$ cat src/rtl/lms_pkg.sv
// Constants and state type shared by the LMS sample path (top_lms_system, sample ROM, source).
package lms_pkg;

    localparam int unsigned LMS_DATA_W = 16;
    localparam int unsigned LMS_DEPTH  = 1024;
    localparam int unsigned LMS_ADDR_W = 10;

    typedef enum logic [2:0] {
        StIdle,
        StFetch,
        StPresent,
        StGap,
        StDone
    } src_state_e;

endpackage

$ cat src/rtl/lms_sample_source.sv
// Reads x/d sample pairs from a synchronous ROM and presents them to the LMS core over
// valid/ready, with optional inter-sample gap, looping and a done flag.
module lms_sample_source
    import lms_pkg::*;
#(
    parameter int unsigned DATA_W     = LMS_DATA_W,
    parameter int unsigned DEPTH      = LMS_DEPTH,
    parameter int unsigned ADDR_W     = LMS_ADDR_W,
    parameter int unsigned GAP_CYCLES = 0,
    parameter bit          LOOP       = 1'b0
) (
    input  logic              clk,
    input  logic              rst_btn,
    input  logic              start,
    input  logic              stop,
    output logic [ADDR_W-1:0] rom_addr,
    input  logic [DATA_W-1:0] rom_x,
    input  logic [DATA_W-1:0] rom_d,
    output logic [DATA_W-1:0] x_out,
    output logic [DATA_W-1:0] d_out,
    output logic              valid_out,
    input  logic              ready_in,
    output logic [ADDR_W-1:0] sample_idx,
    output logic              busy,
    output logic              done
);

    localparam int unsigned       GAP_W    = (GAP_CYCLES > 1) ? $clog2(GAP_CYCLES) : 1;
    localparam logic [ADDR_W-1:0] LAST_IDX = ADDR_W'(DEPTH - 1);
    localparam logic [GAP_W-1:0]  GAP_LAST = GAP_W'(GAP_CYCLES - 1);

    src_state_e        state;
    logic [ADDR_W-1:0] idx;
    logic [GAP_W-1:0]  gap_cnt;
    logic              fetch_cnt;  // 0: ROM latching address, 1: ROM data settled

    assign rom_addr   = idx;
    assign sample_idx = idx;

    always_ff @(posedge clk or posedge rst_btn) begin
        if (rst_btn) begin
            state     <= StIdle;
            idx       <= '0;
            gap_cnt   <= '0;
            fetch_cnt <= 1'b0;
            x_out     <= '0;
            d_out     <= '0;
            valid_out <= 1'b0;
            busy      <= 1'b0;
            done      <= 1'b0;
        end else if (stop) begin
            // A handshake coinciding with stop still delivers; counters are discarded.
            state     <= StIdle;
            idx       <= '0;
            gap_cnt   <= '0;
            fetch_cnt <= 1'b0;
            valid_out <= 1'b0;
            busy      <= 1'b0;
            done      <= 1'b0;
        end else begin
            unique case (state)
                StIdle, StDone: begin
                    if (start) begin
                        state     <= StFetch;
                        idx       <= '0;
                        fetch_cnt <= 1'b0;
                        busy      <= 1'b1;
                        done      <= 1'b0;
                    end
                end
                StFetch: begin
                    if (!fetch_cnt) begin
                        fetch_cnt <= 1'b1;
                    end else begin
                        fetch_cnt <= 1'b0;
                        x_out     <= rom_x;
                        d_out     <= rom_d;
                        valid_out <= 1'b1;
                        state     <= StPresent;
                    end
                end
                StPresent: begin
                    if (valid_out && ready_in) begin
                        valid_out <= 1'b0;
                        if (idx == LAST_IDX && !LOOP) begin
                            state <= StDone;
                            busy  <= 1'b0;
                            done  <= 1'b1;
                        end else begin
                            idx   <= (idx == LAST_IDX) ? '0 : idx + ADDR_W'(1);
                            state <= (GAP_CYCLES > 0) ? StGap : StFetch;
                        end
                    end
                end
                StGap: begin
                    if (gap_cnt == GAP_LAST) begin
                        gap_cnt <= '0;
                        state   <= StFetch;
                    end else begin
                        gap_cnt <= gap_cnt + GAP_W'(1);
                    end
                end
                default: state <= StIdle;
            endcase
        end
    end

endmodule

$ cat config.mk
export PLATFORM = sky130hd
export DESIGN_NAME = lms_sample_source
export DESIGN_NICKNAME = d
export VERILOG_FILES = /design/src/rtl/lms_pkg.sv /design/src/rtl/lms_sample_source.sv
export SDC_FILE = /design/constraint.sdc
export NUM_CORES = 1
export LEC_CHECK = 0
export ABC_AREA = 1
export CORE_ASPECT_RATIO = 1.1
export CORE_UTILIZATION = 45
export CTS_BUF_LIST = sky130_fd_sc_hd__clkbuf_8 sky130_fd_sc_hd__clkbuf_16
export DETAILED_ROUTE_END_ITERATION = 8
export PLACE_DENSITY = 0.8
export SLEW_MARGIN = 20
export SYNTH_ARGS = -nofsm -noshare
export SYNTH_HDL_FRONTEND = slang
export SYNTH_SLANG_ARGS = --single-unit
$ cat constraint.sdc
create_clock -name clk -period 2.4 [get_ports clk]
set_clock_uncertainty 0.15 [all_clocks]
set_input_delay 0.72 -clock clk [delete_from_list [all_inputs] [get_ports clk]]
set_output_delay 0.72 -clock clk [all_outputs]
set_load 0.01 [all_outputs]
==> metrics.csv, run 1 <==
metric,value,unit
routed-wl-met3,438,um
die_w,74.0,um
hold_class,reg2reg,
route.detailed.wl_per_inst,11.3,um
cts_hold_buf,0,
highest-signal-layer,met4,
syn_nets,351,
finalHoldViolations,0,
vias,2171,
worstMarginPinSlew,0.292,ns
setup_viol,0,
syn_area_per_cell,8.19,um^2
critPathRequiredTime,1.53,ns
insertion_delay,0.31,ns
register_area,1250,um^2
io_pins,92,
grt.overflow.total,0,
die_h,81.1,um
placementRows,28,
routed_via_density,4.58,
startpoint_type,flop,
dpl_worst_slack,-0.00231,ns
synth_seq_cells,50,
worst_r2r_path_depth,9,
grt_pass1_wl,9.17,mm
slew_viol_final,0,
cts_resized,0,
maxCapViolations,0,
cp_num_cells,1,
fmaxAchievable,448,MHz
drt-met1-wl,2.22,mm
hold_depth,2,
synth_warnings,0,
final_nets,436,
ys_seq_area_share,48.8,%
p_leak,0.00178,uW
slowest_stage,clkdlybuf4s50_1,
gr-usage-all-layers,20.0,%
setup_slack,0.167,ns
slowest_delay,0.58,ns
run_status,completed,
clk_pin_slew,0.09,ns
netlist_area,2560,um^2
rsz0062_at_grt,no,
drc,0,
utilization,66.4,%
cts_tree,done,
first_iter_violations,63,
worst-path-buf-inv,1,
portBuffers,91,
gp_congestion,0.852,
clock_sinks,50,
path_cells,clkdlybuf4s50_1,
ant_nets,0,
fillers,451,
fin_setup_tns,0,ns
layout_min_cycle_time,2.23,ns
clock_path_buffers,2,
start_util,47.2,%
dr_wl_met2,2.62,mm
crit_fanout,8,
worstPathArrival,1.36,ns
cp_top_family,buffers and inverters,
final_area,3610,um^2
antenna_found_initial,0,
synth.distinct_cells,27,
ir_drop,0.595,mV
path_class,reg2out,
antenna_cells,0,
place_area,3480,um^2
crit_path_end_kind,output port,
areaGrowthSynthToFinish,40.7,%
drt_pass1_iterations,4,
cts-root-buf,clkbuf_8,
post_cts_buffers,0,
multiInputGateArea,986,um^2
synthesis.instances,313,
slew_headroom,80.6,%
layout-drive-gt1-share,11.0,%
grt_max_degree,67,
post-route-period-util,93.0,%
grt_pass1_vias,2053,
core-area,5430,um^2
numCtsBuffers,5,
fp.dieArea,6000,um^2
pwr_density_cell,893,nW/um^2
dp_hpwl,3.88,mm
h-tree-depth,2,
routed_wl,5.35,mm
==> power by group <==
group          switching [uW]  total, uW  leakage, uW  internal, uW
clock                     291        634    0.0000618           343
sequential                172       1290     0.000662          1120
combinational             591       1290      0.00106           702
==> state kept, by name, indices dropped and copies added (netlist names) <==
register and flops:
rom_addr 10, d_out 16, busy 1, fetch_cnt 1, x_out 16, valid_out 1, gap_cnt 1, done 1
state 3
==> cells in the mapped netlist <==
cell type  number  area share [%]
o21ai_0         7             1.4
nand2_4         2            0.88
nand2_2         2            0.49
o21ai_1        17             3.3
nor3_1          2            0.39
ha_1            1            0.49
buf_2           2            0.39
inv_1          45             6.6
nand4_1         1            0.24
nand3_4         1            0.68
nor2_2          2            0.49
clkbuf_1        1            0.15
nor2_4          3             1.3
buf_6           5             2.2
nand2_1       102              15
nand3b_1        2            0.59
nor2_8          1            0.78
nor2_1         22             3.2
o21ai_2        14             4.8
nor3_4          1            0.63
xnor2_1         1            0.34
nand3_1        13             2.5
inv_2           3            0.44
buf_4          10             2.9
nand3_2         1            0.39
dfrtp_1        50              49
o21bai_1        2            0.59
==> routing by layer <==
layer / GRT usage, % / vias to the layer above
li1: - / 1118
met1: 22.7 / 973
met2: 34.6 / 73
met3: 7.57 / 7
met4: 5.96 / 0
met5: 0 / -
==> kinds of logic after synthesis <==
family          after synthesis  synth area share (%)
simple gates                155                  27.6
buf+inv                      66                  12.7
flops                        50                  48.8
compound gates               40                  10.1
xor+xnor                      1                 0.342
fa+ha+maj                     1                 0.488
==> final cells by class <==
cell class	instances	share of cell area, %
Inverter	48	5.00
Tap cell	75	2.60
Clock buffer	6	2.29
Timing Repair Buffer	96	27.0
Sequential cell	50	34.7
Clock inverter	2	1.08
Multi-Input combinational cell	197	27.3
==> path summary, 6_finish.rpt <==
kind	from	to	slack, ns
max in group asynchronous	rst_btn	fetch_cnt	1.25
setup / recovery	rom_addr[5]	rom_addr[5]	0.17
hold / removal	d_out[2]	d_out[2]	0.34
hold reg to reg	d_out[2]	d_out[2]	0.34
min in group asynchronous	rst_btn	x_out[8]	0.61
setup reg to reg	rom_addr[1]	rom_addr[9]	0.53
==> cell usage in the layout, fill, tap and decap left out <==
| master | count |
|---|---|
| o21ai_0 | 7 |
| nand2_4 | 2 |
| o21ai_2 | 14 |
| nor3_4 | 1 |
| bufinv_16 | 1 |
| inv_1 | 44 |
| nor3_1 | 2 |
| nor2_8 | 1 |
| buf_12 | 2 |
| nand3b_1 | 2 |
| dfrtp_1 | 50 |
| nand4_1 | 1 |
| inv_2 | 4 |
| nand3_2 | 1 |
| nor2_2 | 2 |
| nor2_4 | 3 |
| o21ai_1 | 17 |
| inv_6 | 1 |
| o21bai_1 | 2 |
| nand3_1 | 13 |
| nand3_4 | 1 |
| ha_1 | 1 |
| xnor2_1 | 1 |
| nor2_1 | 22 |
| buf_4 | 3 |
| nand2_2 | 2 |
| nand2_1 | 102 |
| clkbuf_8 | 6 |
| clkdlybuf4s50_1 | 91 |
==> stage by stage <==
step / instances / hold slack [ns] / total power [uW]
final: 474 / 0.336 / 3220
after global routing: 474 / 0.362 / 3440
after CTS: 474 / 0.339 / 3260
after detailed placement: 466 / 0.318 / 2610
after global placement: 466 / 0.314 / 2580
after floorplan: 313 / 0.334 / 1910
Note: power is estimated with default switching activity, not from simulation.
==> inputs of run 2 (changes only) <==
--- a/config.mk
+++ b/config.mk
@@ -7,6 +7,7 @@
 export LEC_CHECK = 0
 export ABC_AREA = 1
 export CORE_ASPECT_RATIO = 1.1
+export CORE_MARGIN = 2
 export CORE_UTILIZATION = 45
 export CTS_BUF_LIST = sky130_fd_sc_hd__clkbuf_8 sky130_fd_sc_hd__clkbuf_16
 export DETAILED_ROUTE_END_ITERATION = 8
==> run 2 against run 1 <==
Against the previous run:
- global-route usage is 2.3 points lower
- via count is 0.28% lower
- highest routed layer unchanged
- largest power group unchanged
- total power is 0.64% lower
- first-iteration DRC count is 76% higher
- largest cell class unchanged
- final cell count is 0.21% lower
- count of clock-buffer cells in the layout stayed put
- critical endpoint unchanged
==> metrics.csv, run 2 (synthesis results as in run 1) <==
metric,value,unit,change
path_class,reg2out,,
dp_hpwl,3.89,mm,+0.12%
slowest_stage,clkdlybuf4s50_1,,
drt_pass1_iterations,4,,unchanged
h-tree-depth,2,,unchanged
drc,0,,unchanged
hold_class,reg2reg,,
route.detailed.wl_per_inst,10.9,um,-3.1%
critPathRequiredTime,1.53,ns,about the same
grt_max_degree,67,,unchanged
numCtsBuffers,5,,unchanged
crit_start,rom_addr[5],,
switching_share,32.6,%,-0.19 points
crit_fanout,8,,unchanged
hold_depth,2,,unchanged
run_status,completed,,
layout_min_cycle_time,2.22,ns,-0.0131 ns
die_h,83.1,um,+2.5%
seq_power_share,40.3,%,+0.2 points
post-route-period-util,92.5,%,-0.54 points
path_cells,clkdlybuf4s50_1,,
fin_setup_tns,0,ns,unchanged
startpoint_type,flop,,
core-area,5430,um^2,unchanged
setup_viol,0,,unchanged
vias,2165,,-0.28%
clkPwrFrac,19.7,%,about the same
rsz0062_at_grt,no,,
slowest_delay,0.59,ns,about the same
antenna_found_initial,0,,unchanged
finalHoldViolations,0,,unchanged
placementRows,28,,unchanged
insertion_delay,0.30,ns,about the same
grt.overflow.total,0,,unchanged
placed_cells,465,,-0.21%
crit_path_end_kind,output port,,
portBuffers,91,,unchanged
p_leak,0.00178,uW,-0.26%
layout-drive-gt1-share,10.8,%,-0.22 points
areaGrowthSynthToFinish,40.4,%,
slew_headroom,75.3,%,-5.3 points
final_cell_mix,"nand2_1, clkdlybuf4s50_1, dfrtp_1, inv_1, nor2_1",,
antenna_cells,0,,unchanged
fp.dieArea,6310,um^2,+5.2%
ir_drop,0.569,mV,-4.4%
final_cell_count_no_fill,473,,-0.21%
worst_r2r_path_depth,8,,-1
cts_resized,0,,unchanged
r2r_slack,0.62,ns,+0.09 ns
grt_pass1_wl,9.29,mm,+1.4%
io_pins,92,,unchanged
cts_tree,done,,
grt_pass1_vias,2156,,+5.0%
layout_commonest_cell,nand2_1,,
r2r_start,rom_addr[0],,
p_switching,1040,uW,-1.2%
routed_via_density,4.58,,about the same
clock_path_buffers,2,,unchanged
final_nets,435,,-0.23%
routed_wl,5.17,mm,-3.3%
clk_pin_slew,0.10,ns,about the same
clock_sinks,50,,unchanged
first_iter_violations,111,,+76%
ant_nets,0,,unchanged
slew_viol_final,0,,unchanged
maxCapViolations,0,,unchanged
gp_congestion,0.830,,-2.7%
cp_num_cells,1,,unchanged
worstMarginPinSlew,0.371,ns,+0.0793 ns
gr-usage-all-layers,17.6,%,-2.3 points
die_w,76.0,um,+2.7%
start_util,47.2,%,unchanged
cp-endpoint,rom_addr[5],,
fmaxAchievable,450,MHz,+0.59%
worst-path-buf-inv,1,,unchanged
cp_top_family,buffers and inverters,,
pwr_density_cell,889,nW/um^2,-0.44%
r2r-end,rom_addr[4],,
post_cts_buffers,0,,unchanged
cts_hold_buf,0,,unchanged
cts-root-buf,clkbuf_8,,
internal_power,2160,uW,-0.37%
worstPathArrival,1.35,ns,about the same
p_comb_share,40.0,%,-0.2 points
==> run 2: final cells by class <==
cell class / instances / area, um^2
Clock buffer: 6 / 82.6
Clock inverter: 2 / 38.8
Fill cell: 463 / 1830
Inverter: 48 / 180
Multi-Input combinational cell: 197 / 986
Sequential cell: 50 / 1250
Tap cell: 75 / 93.8
Timing Repair Buffer: 95 / 966
==> run 2: worst min path at each step <==
stage                          from         to  slack, ns
after floorplan           fetch_cnt  fetch_cnt       0.33
after global placement         busy       busy       0.31
after detailed placement   x_out[0]   x_out[0]       0.32
after CTS                  x_out[0]   x_out[0]       0.34
after global routing       x_out[3]   x_out[3]       0.37
final                          busy       busy       0.34
==> run 2: metrics by stage <==
| step | instance area [um^2] | utilization [%] | hold slack, ns | power (uW) | worst slack (ns) |
|---|---|---|---|---|---|
| floorplan | 2560 | - | 0.334 | 1910 | 0.329 |
| global placement | 3480 | 64.0 | 0.311 | 2560 | 0.104 |
| detailed placement | 3480 | 64.0 | 0.317 | 2600 | 0.0448 |
| CTS | 3600 | 66.3 | 0.342 | 3240 | 0.158 |
| global route | 3600 | 66.3 | 0.373 | 3410 | 0.0991 |
| finish | 3600 | 66.3 | 0.338 | 3200 | 0.180 |
==> run 2: power groups by stage <==
stage	sequential (uW)	clock [uW]	combinational, uW
floorplan	1420	0	499
global placement	1290	0	1270
detailed placement	1300	0	1300
CTS	1290	644	1300
global route	1330	669	1410
finish	1290	630	1280
==> run 2: per-layer routing <==
layer	wire [um]	up-vias	GRT usage, %	share of wire [%]
met1	2230	973	20.6	43
met5	0	-	0	0
li1	-	1111	-	-
met3	436	6	6.09	8.4
met4	55	0	4.63	1.1
met2	2450	75	31.0	47
==> run 2: worst min-delay path, cell delays in order (launching register included) <==
cell     delay (ns)
dfrtp_1        0.36
nand2_1        0.05
nand2_1        0.05
